==> src/rtl/uart_rx_param.sv <==
// uart_rx_param: parametrised oversampling UART receiver.
// Frame: start, DATA_BITS data (LSB first), optional parity, STOP_BITS stops.
// A 2-flop synchroniser feeds rxs. All decisions are made on baud_tick.
// Optional build macro UART_RX_MAJORITY_EN: each sample point votes 2-of-3 over
// ticks mid-1/mid/mid+1, and the decision is taken at mid+1.
module uart_rx_param #(
  parameter int OVERSAMPLE = 16,
  parameter int DATA_BITS  = 8,
  parameter int PARITY     = 0,
  parameter int STOP_BITS  = 1
) (
  input  logic                 clock,
  input  logic                 reset,
  input  logic                 baud_tick,
  input  logic                 rx,
  output logic [DATA_BITS-1:0] data,
  output logic                 data_valid,
  output logic                 parity_error,
  output logic                 frame_error,
  output logic                 break_detect,
  output logic                 busy
);

  localparam int TW = $clog2(OVERSAMPLE) + 1;
`ifdef UART_RX_MAJORITY_EN
  localparam int MAJ = 1;
`else
  localparam int MAJ = 0;
`endif
  // Tick-counter value on which a sample decision is taken.
  localparam logic [TW-1:0] START_LAST = TW'(OVERSAMPLE / 2 - 1 + MAJ);
  localparam logic [TW-1:0] BIT_LAST   = TW'(OVERSAMPLE - 1);
  localparam logic [3:0]    LAST_DATA  = 4'(DATA_BITS - 1);
  localparam logic [3:0]    LAST_STOP  = 4'(STOP_BITS - 1);
  localparam logic          ODD        = (PARITY == 2);

  localparam logic [2:0] S_IDLE   = 3'd0;
  localparam logic [2:0] S_START  = 3'd1;
  localparam logic [2:0] S_DATA   = 3'd2;
  localparam logic [2:0] S_PARITY = 3'd3;
  localparam logic [2:0] S_STOP   = 3'd4;
  localparam logic [2:0] S_WAIT   = 3'd5;

  logic                 sync1_q, rxs_q, rxs_prev_q;
  logic [2:0]           state_q, state_d;
  logic [TW-1:0]        tick_q, tick_d;
  logic [3:0]           bit_q, bit_d;
  logic [DATA_BITS-1:0] shift_q, shift_d;
  logic                 par_q, par_d;
  logic                 perr_q, perr_d;
  logic                 ferr_q, ferr_d;
  logic                 ones_q, ones_d;
  logic [DATA_BITS-1:0] data_q, data_d;
  logic                 dv_q, dv_d, pe_q, pe_d, fe_q, fe_d, bd_q, bd_d;
  logic [TW-1:0]        dec_t;
  logic                 at_dec, sample, stop_fe, stop_ones;

  assign dec_t     = (state_q == S_START) ? START_LAST : BIT_LAST;
  assign at_dec    = (tick_q == dec_t);
  assign stop_fe   = ferr_q | ~sample;
  assign stop_ones = ones_q | sample;

  // Two-flop synchroniser; rxs_prev tracks rxs at the previous baud tick.
  always_ff @(posedge clock or posedge reset) begin
    if (reset) begin
      sync1_q    <= 1'b1;
      rxs_q      <= 1'b1;
      rxs_prev_q <= 1'b1;
    end else begin
      sync1_q <= rx;
      rxs_q   <= sync1_q;
      if (baud_tick) rxs_prev_q <= rxs_q;
    end
  end

`ifdef UART_RX_MAJORITY_EN
  function automatic logic maj3(input logic a, input logic b, input logic c);
    return (a & b) | (a & c) | (b & c);
  endfunction

  logic m0_q, m1_q;
  // Capture the two early votes (ticks mid-1 and mid) of each sample window.
  always_ff @(posedge clock or posedge reset) begin
    if (reset) begin
      m0_q <= 1'b1;
      m1_q <= 1'b1;
    end else if (baud_tick) begin
      if (tick_q == dec_t - TW'(2)) m0_q <= rxs_q;
      if (tick_q == dec_t - TW'(1)) m1_q <= rxs_q;
    end
  end
  assign sample = maj3(m0_q, m1_q, rxs_q);
`else
  assign sample = rxs_q;
`endif

  // Frame state machine; everything advances only on baud_tick.
  always_comb begin
    state_d = state_q;
    tick_d  = tick_q;
    bit_d   = bit_q;
    shift_d = shift_q;
    par_d   = par_q;
    perr_d  = perr_q;
    ferr_d  = ferr_q;
    ones_d  = ones_q;
    data_d  = data_q;
    pe_d    = pe_q;
    fe_d    = fe_q;
    dv_d    = 1'b0;
    bd_d    = 1'b0;
    if (baud_tick) begin
      case (state_q)
        S_IDLE: begin
          if (rxs_prev_q && !rxs_q) begin
            state_d = S_START;
            tick_d  = '0;
          end
        end
        S_START: begin
          if (at_dec) begin
            if (sample) begin
              state_d = S_IDLE;
            end else begin
              state_d = S_DATA;
              tick_d  = '0;
              bit_d   = '0;
              par_d   = 1'b0;
              perr_d  = 1'b0;
              ferr_d  = 1'b0;
              ones_d  = 1'b0;
            end
          end else begin
            tick_d = tick_q + TW'(1);
          end
        end
        S_DATA: begin
          if (at_dec) begin
            tick_d  = '0;
            shift_d = {sample, shift_q[DATA_BITS-1:1]};
            par_d   = par_q ^ sample;
            ones_d  = ones_q | sample;
            if (bit_q == LAST_DATA) begin
              bit_d   = '0;
              state_d = (PARITY != 0) ? S_PARITY : S_STOP;
            end else begin
              bit_d = bit_q + 4'd1;
            end
          end else begin
            tick_d = tick_q + TW'(1);
          end
        end
        S_PARITY: begin
          if (at_dec) begin
            tick_d  = '0;
            perr_d  = ((par_q ^ sample) != ODD);
            ones_d  = ones_q | sample;
            state_d = S_STOP;
          end else begin
            tick_d = tick_q + TW'(1);
          end
        end
        S_STOP: begin
          if (at_dec) begin
            tick_d = '0;
            ferr_d = stop_fe;
            ones_d = stop_ones;
            if (bit_q == LAST_STOP) begin
              // Frame complete: publish word and flags together.
              bit_d   = '0;
              data_d  = shift_q;
              pe_d    = perr_q;
              fe_d    = stop_fe;
              dv_d    = 1'b1;
              bd_d    = ~stop_ones;
              state_d = stop_fe ? S_WAIT : S_IDLE;
            end else begin
              bit_d = bit_q + 4'd1;
            end
          end else begin
            tick_d = tick_q + TW'(1);
          end
        end
        S_WAIT: begin
          if (rxs_q) state_d = S_IDLE;
        end
        default: state_d = S_IDLE;
      endcase
    end
  end

  // State, datapath and output registers.
  always_ff @(posedge clock or posedge reset) begin
    if (reset) begin
      state_q <= S_IDLE;
      tick_q  <= '0;
      bit_q   <= '0;
      shift_q <= '0;
      par_q   <= 1'b0;
      perr_q  <= 1'b0;
      ferr_q  <= 1'b0;
      ones_q  <= 1'b0;
      data_q  <= '0;
      dv_q    <= 1'b0;
      pe_q    <= 1'b0;
      fe_q    <= 1'b0;
      bd_q    <= 1'b0;
    end else begin
      state_q <= state_d;
      tick_q  <= tick_d;
      bit_q   <= bit_d;
      shift_q <= shift_d;
      par_q   <= par_d;
      perr_q  <= perr_d;
      ferr_q  <= ferr_d;
      ones_q  <= ones_d;
      data_q  <= data_d;
      dv_q    <= dv_d;
      pe_q    <= pe_d;
      fe_q    <= fe_d;
      bd_q    <= bd_d;
    end
  end

  assign data         = data_q;
  assign data_valid   = dv_q;
  assign parity_error = pe_q;
  assign frame_error  = fe_q;
  assign break_detect = bd_q;
  assign busy         = (state_q != S_IDLE);

endmodule

==> config.mk <==
export PLATFORM = sky130hd
export DESIGN_NAME = uart_rx_param
export DESIGN_NICKNAME = d
export VERILOG_FILES = /design/src/rtl/uart_rx_param.sv
export SDC_FILE = /design/constraint.sdc
export NUM_CORES = 1
export LEC_CHECK = 0
export ABC_AREA = 1
export BUFFER_PORTS_ARGS = -buffer_cell sky130_fd_sc_hd__buf_4
export CAP_MARGIN = 25
export CORE_UTILIZATION = 25
export CTS_CLUSTER_DIAMETER = 200
export DETAILED_ROUTE_END_ITERATION = 8
export GPL_ROUTABILITY_DRIVEN = 0
export PLACE_DENSITY = 0.5
export SYNTH_ARGS = -nofsm -noshare
export SYNTH_HDL_FRONTEND = slang
export SYNTH_SLANG_ARGS = --single-unit
==> constraint.sdc <==
create_clock -name clock -period 4.6 [get_ports clock]
set_clock_uncertainty 0.2 [all_clocks]
set_input_delay 0.46 -clock clock [delete_from_list [all_inputs] [get_ports clock]]
set_output_delay 0.46 -clock clock [all_outputs]
set_load 0.005 [all_outputs]
# == Word level (Yosys, flattened, before mapping) ==
# Index checks and enable logic that the tools add are counted.
# totals
input_bits,4
out_inout_bits,13
wordCells,103
regBits,39
# classes
eq_ne,18
reduce_logical,21
bitwise_logic,5
add_sub_neg,2
muxes,41
# op_table
operator,count
4-bit 2-to-1 mux,7
3-bit 2-to-1 mux,9
5-bit 2-to-1 mux,4
5-bit AND reduction,4
2-bit inequality test (second input constant),9
3-bit case mux with 6 select lines,1
5-bit case mux with 3 select lines,1
1-bit 2-to-1 mux,13
4-bit case mux with 3 select lines,1
9-bit AND reduction,1
3-bit nonzero test,3
1-bit case mux with 2 select lines,4
4-bit AND reduction,2
2-bit nonzero test,4
3-bit by 2-bit equality test with 1-bit output (second input constant),2
3-bit equality test (second input constant),2
6-bit AND reduction,1
5-bit by 1-bit adder with 5-bit output (second input constant),1
5-bit by 4-bit equality test with 1-bit output,1
4-bit by 1-bit adder with 4-bit output (second input constant),1
4-bit by 3-bit equality test with 1-bit output (second input constant),1
4-bit zero test,1
3-bit by 1-bit equality test with 1-bit output (second input constant),1
3-bit zero test,1
10 further kinds,12

# == Logic depth before layout (Yosys ltp) ==
# logic_depth
ltp_word,6
depth_mapped,10
mapped_depth_nobuf,10

# == Worst setup path after synthesis ==
# OpenSTA, ideal clock, no wires.
# synth_path
path_type,reg-to-reg
startpoint,register tick_q[0]
endpoint,"register data_q[0], in the netlist data[0]"
n_path_buf,1
path_slack_ns,2.939
stages_incl_launch_ff,10
period_less_slack_ns,1.661
arrival_time_ns,1.344
setup_ns,0.116
cell_sequence,dfrtp_1 ha_1 nand2_1 nor2_2 nand3_4 nor2_4 nand2_2 buf_6 nand2_1 nand2_1
# synth_via
elab_chain_cells,2
# synth_rtl
element,line_no,text
"start, declared",46,"logic [TW-1:0] tick_q, tick_d;"
"start signal, assigned",210,tick_q <= tick_d;
5-bit by 4-bit equality test with 1-bit output,59,assign at_dec = (tick_q == dec_t);
4-bit AND reduction (no source line),-,
"end signal, assigned",217,data_q <= data_d;
"end, declared",53,"logic [DATA_BITS-1:0] data_q, data_d;"
# No other way between the ends.
# A chain may end at the register's enable or synchronous reset.

# == Final worst setup path ==
# layout_path
startpoint,register tick_q[0]
endpoint,register shift_q[4]
# layout_via
elab_chain_cells,2
# layout_rtl
element,line_no,text
5-bit by 4-bit equality test with 1-bit output,59,
3-bit AND reduction (no source line),-,
"end signal, assigned",212,shift_q <= shift_d;
"end, declared",48,"logic [DATA_BITS-1:0] shift_q, shift_d;"
# No other way between the ends.

==> flow_metrics.env <==
export IMPL_path_buf_inv=0
export IMPL_die_area_mm2=0.00830
export IMPL_firstDrtPassIters=4
export IMPL_clk_latency_ns=0.29
export IMPL_hold_viol=0
export IMPL_rows=32
export IMPL_final_nets=273
export IMPL_grt_antenna_before_repair=0
export IMPL_grt_max_degree=40
export IMPL_outcome="complete, no violations"
export IMPL_ys_seq_area_frac=0.494
export IMPL_synthToLayoutAreaGrowth_pct=14.6
export IMPL_synth_top_area_frac=0.454
export IMPL_critPathKind="register to register"
export IMPL_initial_core_util=0.258
export IMPL_synth_cells=249
export IMPL_stdcell_count=369
export IMPL_hold_buffers=0
export IMPL_worst_setup_path_end_kind="register"
export IMPL_synth_area_leaders="dfrtp_1 (45%), nand2_1 (18%), nand3_1 (9.3%), dfstp_2 (4.0%), inv_1 (3.6%)"
export IMPL_arrival_ns=2.19
export IMPL_yosysWarningCount=0
export IMPL_antenna_cells=0
export IMPL_grt_pass1_vias=1515
export IMPL_fmax_ghz=0.454
export IMPL_cts_max_level=2
export IMPL_busiest_layer="met2"
export IMPL_stdcell_area_mm2=0.00227
export IMPL_power_mw=0.821
export IMPL_vias_per_cell=4.36
export IMPL_cp_slowest_cell="dfrtp_1"
export IMPL_netlist_area_mm2=0.00198
export IMPL_yosysTopAreaCell="dfrtp_1"
export IMPL_syn_nets=256
export IMPL_layout_commonest_cell="nand2_1"
export IMPL_cts_sinks=39
export IMPL_placed_cells=361
export IMPL_min_period_ns=2.20
export IMPL_path_cells="ha_1, nand2_1, nor2_2, nand3_4, nor2_4, nand2_1, nand2_1, nand2_1"
export IMPL_hp_class="input port to register"
export IMPL_cts_setup_buffers=0
export IMPL_slew_headroom=0.556
export IMPL_cts_tree="yes"
export IMPL_post_route_period_util=0.479
export IMPL_grt_util_met3=0.0318
export IMPL_ios=17
export IMPL_overflow=0
export IMPL_dp_hpwl_um=2890
export IMPL_cts_root_buffer="clkbuf_8"
export IMPL_placed_cell_area_mm2=0.00218
export IMPL_grt_pass1_wl_um=7120
export IMPL_crit_path_frequent_cell="nand2_1"
export IMPL_grtUsageTotal=0.108
export IMPL_ctsResizeCount=0
export IMPL_synth_cell_types=22
export IMPL_ant_nets=0
export IMPL_routedWlPerCell_um=10.8
export IMPL_drtIter0Drc=100
export IMPL_die_w_um=91.1
export IMPL_drive_gt1_frac=0.154
export IMPL_cp_max_fo=22
export IMPL_setup_tns_ns=0
export IMPL_clkSlewWorstSetupHoldPaths_ns=0.08
export IMPL_port_buffer_count=16
export IMPL_vias=1608
export IMPL_core_mm2=0.00769
export IMPL_crit_required_ns=4.58
export IMPL_numCtsBuffers=5
export IMPL_clockBufferDepth=2
export IMPL_worst_pin_slew_ns=0.663
export IMPL_avgSynthCellArea_um2=7.97
export IMPL_drc=0
export IMPL_die_y_um=91.1
export IMPL_finalMaxSlewViolations=0
export IMPL_wl_um=3990
export IMPL_rsz0062_at_grt="false"
export IMPL_use_met1=0.144
export IMPL_powerDensity_mw_per_mm2=361
export IMPL_leakage_nw=1.19
export IMPL_cap_violations=0
export IMPL_setup_violations_final=0
export IMPL_cpPeakStageDelay_ns=0.39
export IMPL_irDropWorstVdd_v=0.000133
export IMPL_use_met2=0.167
export IMPL_start_kind="register"
export IMPL_synth_seq_cells=39
export IMPL_layout_common_cells="nand2_1 (95), nand3_1 (37), dfrtp_1 (36)"
export IMPL_critPathTopFamily="simple AND/OR/NAND/NOR gates"
[power by group]
group / total, mW / internal [mW] / leakage (nW) / switching (mW)
registers: 0.388 / 0.362 / 0.530 / 0.0258
clock network: 0.229 / 0.105 / 0.0402 / 0.124
logic: 0.205 / 0.0604 / 0.619 / 0.144
[layer usage]
| metal | wire, um | vias up |
|---|---|---|
| li1 | - | 835 |
| met1 | 2050 | 737 |
| met2 | 1720 | 32 |
| met3 | 170 | 4 |
| met4 | 46 | 0 |
| met5 | 0 | - |
[Yosys cell counts]
master	count
buf_2	2
nor2_2	5
xor2_1	2
a21oi_1	2
inv_1	19
o21bai_1	1
o21ai_0	11
or2_2	2
nand2_2	3
dfrtp_1	36
ha_1	3
dfstp_2	3
a21boi_0	1
nand3_1	37
buf_6	2
nand3_4	1
nand4_1	5
buf_4	3
nor2_4	2
nand2_1	95
nor2_1	10
nand3b_1	4
[per-stage QoR]
step	setup slack (ns)	hold slack [ns]	utilization
floorplan	2.94	0.145	-
global placement	2.41	0.146	0.284
detailed placement	2.38	0.148	0.284
CTS	2.37	0.0619	0.296
global route	2.11	0.0528	0.296
finish	2.40	0.0714	0.296
[registers in the layout (all words and copies together) (netlist names)]
name          flops
rxs_prev_q        1
parity_error      1
break_detect      1
data_valid        1
sync1_q           1
ferr_q            1
data              8
rxs_q             1
par_q             1
frame_error       1
shift_q           8
ones_q            1
perr_q            1
bit_q             4
tick_q            5
state_q           3
[kinds of logic after synthesis]
logic type / count (synthesis) / share of synthesized area
buf+inv: 26 / 0.0637
flops: 39 / 0.494
xor+xnor: 2 / 0.00883
compound gates: 15 / 0.0404
simple gates: 164 / 0.375
fa+ha+maj: 3 / 0.0189
[cell type report]
| type | instances | area (um2) |
|---|---|---|
| tap | 102 | 128 |
| timing repair buffer | 17 | 128 |
| clock inverter | 3 | 20.0 |
| sequential | 39 | 980 |
| inverter | 19 | 71.3 |
| multi-input combinational | 184 | 878 |
| fill | 854 | 5410 |
| clock buffer | 5 | 68.8 |
[worst paths after layout]
check | from | endpoint | cells past startpoint | slack, ns
min in group asynchronous | reset | data[0] | 3 | 0.08
worst min-delay path | rx | sync1_q | 1 | 0.07
worst max-delay path | tick_q[0] | shift_q[4] | 8 | 2.40
max in group asynchronous | reset | rxs_prev_q | 3 | 3.74
worst min register to register | sync1_q | rxs_q | 0 | 0.16
worst max register to register | tick_q[0] | shift_q[4] | 8 | 2.40
Note: power is estimated with default switching activity, not from simulation.
